File: src/rtl/regfile_wb_ctrl_pkg.sv
// Shared constants for the register-file write-back controller: widths,
// register indices and write-back requester IDs.
package regfile_wb_ctrl_pkg;

  localparam int XLEN_DEF = 32;
  localparam int AW_DEF   = 5;
  localparam int NREGS    = 32;

  localparam logic [AW_DEF-1:0] REG_X0 = '0;

  typedef enum logic {
    REQ_ALU = 1'b0,
    REQ_LSU = 1'b1
  } req_id_e;

endpackage

File: src/rtl/regfile_wb_ctrl_rr_arb2.sv
// Two-requester round-robin arbiter. The pointer names the requester that
// wins a tie and flips only when both requesters are contending.
module rr_arb2
  import regfile_wb_ctrl_pkg::*;
#(
  parameter req_id_e RR_INIT = REQ_ALU
) (
  input  logic       clk,
  input  logic       reset,
  input  logic [1:0] req,
  output logic [1:0] gnt
);

  req_id_e ptr;

  always_comb begin
    gnt = req;
    if (req == 2'b11) gnt = (ptr == REQ_LSU) ? 2'b10 : 2'b01;
  end

  always_ff @(posedge clk) begin
    if (reset) ptr <= RR_INIT;
    else if (req == 2'b11) ptr <= (ptr == REQ_ALU) ? REQ_LSU : REQ_ALU;
  end

endmodule

File: src/rtl/regfile_wb_ctrl.sv
// Write-back arbitration, busy scoreboard and decoder stall generation.
// Optional macro REGFILE_WB_BYPASS_EN adds forwarding of the registered write.
module regfile_wb_ctrl
  import regfile_wb_ctrl_pkg::*;
#(
  parameter int XLEN    = XLEN_DEF,
  parameter int AW      = AW_DEF,
  parameter bit RR_INIT = 1'b0
) (
  input  logic             clk,
  input  logic             reset,
  input  logic             iss_valid,
  input  logic             iss_has_rd,
  input  logic [AW-1:0]    iss_rd,
  input  logic             rs_re_p0,
  input  logic             rs_re_p1,
  input  logic [AW-1:0]    rs_addr_p0,
  input  logic [AW-1:0]    rs_addr_p1,
  output logic             stall_dec,
  input  logic             wb0_valid,
  input  logic [AW-1:0]    wb0_rd,
  input  logic [XLEN-1:0]  wb0_data,
  output logic             wb0_ready,
  input  logic             wb1_valid,
  input  logic [AW-1:0]    wb1_rd,
  input  logic [XLEN-1:0]  wb1_data,
  output logic             wb1_ready,
  output logic             rf_we,
  output logic [AW-1:0]    rf_waddr,
  output logic [XLEN-1:0]  rf_wdata,
  output logic [NREGS-1:0] busy_vec
`ifdef REGFILE_WB_BYPASS_EN
  ,
  output logic             fwd_hit_p0,
  output logic             fwd_hit_p1,
  output logic [XLEN-1:0]  fwd_data
`endif
);

  logic [1:0]       req;
  logic [1:0]       gnt;
  logic [AW-1:0]    sel_rd;
  logic [XLEN-1:0]  sel_data;
  logic             do_write;
  logic             raw_p0, raw_p1, port_p0, port_p1;
  logic             src_hz_p0, src_hz_p1, waw;
  logic             iss_set;
  logic [NREGS-1:0] busy_next;

  // Nothing is accepted while reset is held, so pending requests re-arbitrate after it.
  assign req = {wb1_valid, wb0_valid} & {2{~reset}};

  rr_arb2 #(.RR_INIT(req_id_e'(RR_INIT))) u_arb (
    .clk   (clk),
    .reset (reset),
    .req   (req),
    .gnt   (gnt)
  );

  assign wb0_ready = gnt[0];
  assign wb1_ready = gnt[1];
  assign sel_rd    = gnt[1] ? wb1_rd   : wb0_rd;
  assign sel_data  = gnt[1] ? wb1_data : wb0_data;
  assign do_write  = (|gnt) && (sel_rd != REG_X0);

  assign raw_p0  = rs_re_p0 && (rs_addr_p0 != REG_X0) && busy_vec[rs_addr_p0];
  assign raw_p1  = rs_re_p1 && (rs_addr_p1 != REG_X0) && busy_vec[rs_addr_p1];
  assign port_p0 = rf_we && rs_re_p0 && (rs_addr_p0 == rf_waddr);
  assign port_p1 = rf_we && rs_re_p1 && (rs_addr_p1 == rf_waddr);

`ifdef REGFILE_WB_BYPASS_EN
  assign fwd_hit_p0 = rf_we && (rs_addr_p0 == rf_waddr);
  assign fwd_hit_p1 = rf_we && (rs_addr_p1 == rf_waddr);
  assign fwd_data   = rf_wdata;
  assign src_hz_p0  = (raw_p0 || port_p0) && !fwd_hit_p0;
  assign src_hz_p1  = (raw_p1 || port_p1) && !fwd_hit_p1;
`else
  assign src_hz_p0  = raw_p0 || port_p0;
  assign src_hz_p1  = raw_p1 || port_p1;
`endif

  assign waw       = iss_has_rd && (iss_rd != REG_X0) && busy_vec[iss_rd];
  assign stall_dec = iss_valid && (src_hz_p0 || src_hz_p1 || waw);
  assign iss_set   = iss_valid && iss_has_rd && !stall_dec && (iss_rd != REG_X0);

  // Set is applied after clear so a same-cycle set on the retiring index wins.
  always_comb begin
    busy_next = busy_vec;
    if (rf_we) busy_next[rf_waddr] = 1'b0;
    if (iss_set) busy_next[iss_rd] = 1'b1;
  end

  always_ff @(posedge clk) begin
    if (reset) begin
      busy_vec <= '0;
      rf_we    <= 1'b0;
      rf_waddr <= '0;
      rf_wdata <= '0;
    end else begin
      busy_vec <= busy_next;
      rf_we    <= do_write;
      rf_waddr <= do_write ? sel_rd : '0;
      rf_wdata <= do_write ? sel_data : '0;
    end
  end

endmodule

File: config.mk
export PLATFORM = sky130hd
export DESIGN_NAME = regfile_wb_ctrl
export DESIGN_NICKNAME = d
export VERILOG_FILES = /design/src/rtl/regfile_wb_ctrl_pkg.sv /design/src/rtl/regfile_wb_ctrl_rr_arb2.sv /design/src/rtl/regfile_wb_ctrl.sv
export SDC_FILE = /design/constraint.sdc
export NUM_CORES = 1
export LEC_CHECK = 0
export ABC_CLOCK_PERIOD_IN_PS = 5700
export BUFFER_PORTS_ARGS = -buffer_cell sky130_fd_sc_hd__buf_2
export CAP_MARGIN = 40
export CORE_ASPECT_RATIO = 2
export CORE_MARGIN = 2
export CORE_UTILIZATION = 54
export CTS_BUF_LIST = sky130_fd_sc_hd__clkbuf_4
export DETAILED_ROUTE_END_ITERATION = 10
export GPL_ROUTABILITY_DRIVEN = 0
export PLACE_DENSITY_LB_ADDON = 0.08
export SYNTH_ARGS = -nofsm -noshare
export SYNTH_HDL_FRONTEND = slang
export SYNTH_HIERARCHICAL = 1
export SYNTH_SLANG_ARGS = --single-unit
File: constraint.sdc
create_clock -name clk -period 5.7 [get_ports clk]
set_clock_uncertainty 0.2 [all_clocks]
set_input_delay 0.285 -clock clk [delete_from_list [all_inputs] [get_ports clk]]
set_output_delay 0.285 -clock clk [all_outputs]
set_load 0.005 [all_outputs]
Word-level counts from Yosys, hierarchy flattened. Cells that the tools add are included.

Register bits after elaboration: 71. Bits of input ports: 97. Output and inout port bits: 73. Word-level logic and storage cells: 65.

Order comparisons: 6. Eq/ne operators: 3. Multiplexer cells: 17. Bitwise gates (word level): 6. Reduce and logical (&&, ||, !) cells: 28.

Operator list (number): two-way mux 32 bit (3); bitwise AND 32 bit (1); NOT 32 bit (1); bitwise OR 32 bit (1); less-than comparator 5 x 6 -> 1 bit (second input constant) (4); nonzero test 5 bit (4); logical AND 1 bit (17); binary-select mux 1 bit (select 5 bit) (3); demux 1 bit (select 5 bit) (2); == test 5 bit (2); greater-or-equal comparator 5 x 1 -> 1 bit (second input constant) (2); two-way mux 1 bit (6); two-way mux 5 bit (1); logical OR 1 bit (4); two-way mux 2 bit (2); OR reduction 2 bit (2); bitwise AND 2 bit (1); == test 2 bit (second input constant) (1); NOT 1 bit (2); zero test 1 bit (1).

Logic depth before layout (Yosys ltp).
Word-level depth: 11. Gate-level depth with buffers: 9. Gate-level depth less buffers: 6.

By module. Netlist, hierarchy kept.

Modules (own cells, without submodules): regfile_wb_ctrl (times used 1, cells an instance 480, area an instance 4131.5 sq um, sequential area each 1401.3 sq um); rr_arb2 (times used 1, cells an instance 7, area an instance 65.1 sq um, sequential area each 20.0 sq um).

Least setup slack after synthesis. OpenSTA, ideal clock, no wires.

Path kind: input to register. Start point: in reset. End point: reg rf_wdata[15]. Library setup time: 128 ps. Data arrival time: 2483 ps. Required time: 5372 ps. Slack: 2889 ps. Cell stages on the path: 9. Buffers on the path: 5. Path through: clkbuf_1 -> clkbuf_1 -> nor2b_1 -> a21boi_0 -> clkbuf_1 -> buf_1 -> buf_1 -> mux2i_1 -> nor2_1.

Cells in the longest elaborated chain, start to end: 9. Elaborated cells between the ends (all ways): 11. Classes of those cells: eq/ne (1); mux (3); bitwise (3); reduce/logical (4).

Ends and longest elaborated chain: from (decl) (RTL line regfile_wb_ctrl.sv:11) `input logic reset,`; NOT 1 bit (*) (RTL line regfile_wb_ctrl.sv:51) `assign req = {wb1_valid, wb0_valid} & {2{~reset}};`; bitwise AND 2 bit (*) (RTL line regfile_wb_ctrl.sv:51); named net req[0] (RTL line regfile_wb_ctrl.sv:40) `logic [1:0] req;`; == test 2 bit (*) (RTL line regfile_wb_ctrl_rr_arb2.sv:18) `if (req == 2'b11) gnt = (ptr == REQ_LSU) ? 2'b10 : 2'b01;`; two-way mux 2 bit (*) (RTL line regfile_wb_ctrl_rr_arb2.sv:18); named net wb1_ready (RTL line regfile_wb_ctrl.sv:27) `output logic wb1_ready,`; two-way mux 5 bit (RTL line regfile_wb_ctrl.sv:62) `assign sel_rd = gnt[1] ? wb1_rd : wb0_rd;`; nonzero test 5 bit (RTL line regfile_wb_ctrl.sv:64) `assign do_write = (|gnt) && (sel_rd != REG_X0);`; logical AND 1 bit (RTL line regfile_wb_ctrl.sv:64); NOT 1 bit (no source line); OR reduction 2 bit (no source line); to (signal assigned) (RTL line regfile_wb_ctrl.sv:103) `rf_wdata <= do_write ? sel_data : '0;`; to (decl) (RTL line regfile_wb_ctrl.sv:30) `output logic [XLEN-1:0] rf_wdata,`.

The timed path passes the listed nets; every way through them passes the cells marked *. A chain may end at the register's enable or synchronous reset.

Final worst setup path.
Start point: reg busy_vec[28]. End point: out stall_dec.

Cells in the longest elaborated chain, start to end: 7. Elaborated cells between the ends (all ways): 14. Classes of those cells: mux (6); reduce/logical (8).

Ends and longest elaborated chain: from (decl) (RTL line regfile_wb_ctrl.sv:31) `output logic [NREGS-1:0] busy_vec`; from (signal assigned) (RTL line regfile_wb_ctrl.sv:100) `busy_vec <= busy_next;`; binary-select mux 1 bit (select 5 bit), on equally long branches (RTL line regfile_wb_ctrl.sv:66, regfile_wb_ctrl.sv:67); two-way mux 1 bit, on equally long branches (RTL line regfile_wb_ctrl.sv:66, regfile_wb_ctrl.sv:67); logical AND 1 bit, on equally long branches (RTL line regfile_wb_ctrl.sv:66, regfile_wb_ctrl.sv:67); logical OR 1 bit, on equally long branches (RTL line regfile_wb_ctrl.sv:78, regfile_wb_ctrl.sv:79); logical OR 1 bit (RTL line regfile_wb_ctrl.sv:83) `assign stall_dec = iss_valid && (src_hz_p0 || src_hz_p1 || waw);`; logical OR 1 bit (*) (RTL line regfile_wb_ctrl.sv:83); logical AND 1 bit (*) (RTL line regfile_wb_ctrl.sv:83); to (decl) (RTL line regfile_wb_ctrl.sv:19) `output logic stall_dec,`.

Every way passes the cells marked *; elsewhere a longest branch is shown, timed or not. The select of a mux whose other input is x is not followed.

==> run metrics <==
Pleak 2.623 nW; Worst Tran Pin Value 814.6 ps; # DRC 0; cts bufs inserted 9; flops & latches, synth 71; GRT Util Overall 0.4059; Final period util 0.5697; PostCTS Resize Cnt 0; CTS Sinks 71; Clock Tree Buf Depth 2; FF/Latch Area 1421 um2; max-cap viol count 0; WL final 16.76 mm; Skew-Pair Late Insertion Delay 420 ps; post-synthesis sequential area ratio 0.3387; Slew Viols, Final 0; global-route wire length before repair 26.12 mm; Yosys warning count 6; post-CTS setup buffer count 0; worst min path class in2reg; Crit Path Class reg2out; layout cells sized above 1 0.2921; final setup fails 0; final hold vios 0; Worst Reg-to-Reg Cells 7; CTS Root Cell clkbuf_4; startpoint types flop; pre-CTS WS 2380 ps; commonest non-fill, non-tap cell in the layout buf_2; unrepaired setup endpoints after global routing no; Die Span Y 128.7 um; outcome finished clean; core footprint 7545 um2; WL/cell 20.79 um; DRT Pass-1 Iters 5; async set or reset register ratio after synthesis 0; Yosys cell types 52; Hold Buf Count CTS 74; Cell Area, Synth 4197 um2; WP data arrival 2760 ps; Vias/cell 6.104; # IOs 170; CP cell instances mux4_2 -> a221o_1 -> a21oi_1 -> nand4b_2 -> buf_4 -> o21ai_1 -> o21a_1 -> buf_2; post-DP HPWL 10.52 mm; cell count along the critical path 8; NumNets Final 804; Worst Hold Path Cells 4; CP delay by family, top compound AO/OA/AOI/OAI gates; PortBufs 169; Area growth, synth to finish 40.40%; nature of the critical path endpoint output pin; filler cell count 529; ANT cells 0; initial antenna violation count 0; Detailed Route Iter0 Violations 448; die area 8535 um2; die width 66.34 um; vias in the first global route 4,988; most frequent cells in the layout buf_2, dlygate4sd3_1, dfxtp_1; gr ovfl total 0; setup_tns 0 ps; pin count of the biggest net entering global routing 39; Crit Path Max Fanout 32; synthesized instance count 487; Pwr Density 183.8 nW/um2; worst setup margin 2453 ps; clk slew on worst S/H paths 110 ps; row count 45; CTS tree done; DR vias 4,920; average size of a mapped cell 8.617 um2; Post-synth EDFFs 0; CP max stage delay 550 ps; post-layout min period 3247 ps; Critical Path RT 5220 ps; Starting Density 0.5562; area of the multi-input gates 2566 um2; max_slew headroom 0.4558; Critical-path top delay cell mux4_2; Main synth FF type dfxtp_1; max frequency 307.9 MHz; CTS HTree Levels 3; peak supply drop 0.1415 mV; Synthesized Nets 584; Buf+Inv Stages, Crit Path 2; antenna viol nets, final 0
area by class of cell:
type	instances	area share
clock inverters	5	0.008282
well taps	94	0.01996
flip-flops and latches	71	0.2412
multi-input cells	369	0.4355
repair buffers	249	0.2765
clock buffers	11	0.01402
inverters	7	0.004460
synth_stat cells, types with 2 or more instances:
library cell,number,area [um2]
and3_1,4,25.02
nor2_1,48,180.2
xnor2_1,2,17.52
nand2_1,28,105.1
xor2_1,8,70.07
a21oi_1,6,30.03
mux2_1,6,67.56
or3b_2,2,17.52
a2111oi_0,2,17.52
o2111ai_1,2,17.52
buf_2,5,25.02
mux2_2,2,22.52
nor4_1,3,18.77
a211oi_1,2,15.01
o21ai_0,19,95.09
clkbuf_1,23,86.33
buf_4,7,52.55
o21ai_1,33,165.2
nand4_1,33,206.5
dfxtp_1,71,1421
nand3b_1,21,157.7
nand3_1,4,20.02
nor2b_1,26,162.7
o21a_1,2,15.01
inv_1,6,22.52
or2_2,2,12.51
nor3b_1,7,52.55
mux4_2,5,112.6
and3b_1,2,17.52
nor3_1,3,15.01
a21boi_0,3,22.52
and2_1,3,18.77
a22oi_1,11,82.58
buf_1,3,11.26
mux2i_1,64,640.6
o22ai_1,2,12.51
buf_6,2,22.52
path summary, 6_finish.rpt:
check                       to         start  slack (ps)
hold reg to reg   busy_vec[19]  busy_vec[19]         350
setup / recovery     stall_dec  busy_vec[28]        2450
setup reg to reg  rf_wdata[18]     u_arb/ptr        2790
hold / removal       u_arb/ptr     wb1_valid         120
stage by stage:
| step | power (W) | instances | hold WS, ps | area (um2) | util |
|---|---|---|---|---|---|
| global route | 0.001119 | 806 | 138.6 | 5892 | 0.7809 |
| global placement | 0.0007076 | 715 | 314.0 | 5015 | 0.6647 |
| finish | 0.001083 | 806 | 116.7 | 5892 | 0.7809 |
| floorplan | 0.0006380 | 487 | 147.4 | 4197 | - |
| detailed placement | 0.0007120 | 715 | 320.9 | 5015 | 0.6647 |
| CTS | 0.001072 | 805 | 69.79 | 5887 | 0.7803 |
worst reg2reg max path, stage by stage, from the launching register on:
cell      delay [ps]
dfxtp_1          390
inv_1             90
a21boi_4         600
buf_4            500
a31oi_1          200
o21ai_2          290
buf_4            390
nor2_1           120
power by group:
part / total [W] / internal, W / switching (W)
clock network: 0.000318 / 0.000140 / 0.000178
registers: 0.000524 / 0.000510 / 0.0000146
logic: 0.000240 / 0.000121 / 0.000119
kinds of logic after synthesis:
family,Yosys count,synth area share
flip-flops,71,0.3387
multiplexers,77,0.2010
XOR/XNOR,10,0.02087
AND/OR/NAND/NOR,190,0.2496
buffers and inverters,47,0.05337
AO/OA/AOI/OAI,92,0.1366
sequential cells by signal (all words and copies together) (netlist names):
signal,flops
rf_waddr,5
busy_vec,32
rf_we,1
u_arb/ptr,1
rf_wdata,32
routing by layer:
| layer | part of all wire | GRT usage | up-vias | wire [um] |
|---|---|---|---|---|
| li1 | - | - | 2216 | - |
| met1 | 0.35 | 0.4206 | 2276 | 5830 |
| met2 | 0.51 | 0.6918 | 334 | 8509 |
| met3 | 0.080 | 0.1101 | 94 | 1344 |
| met4 | 0.064 | 0.2749 | 0 | 1071 |
| met5 | 0 | 0 | - | 0 |
Power figures use the tool's default switching activity.
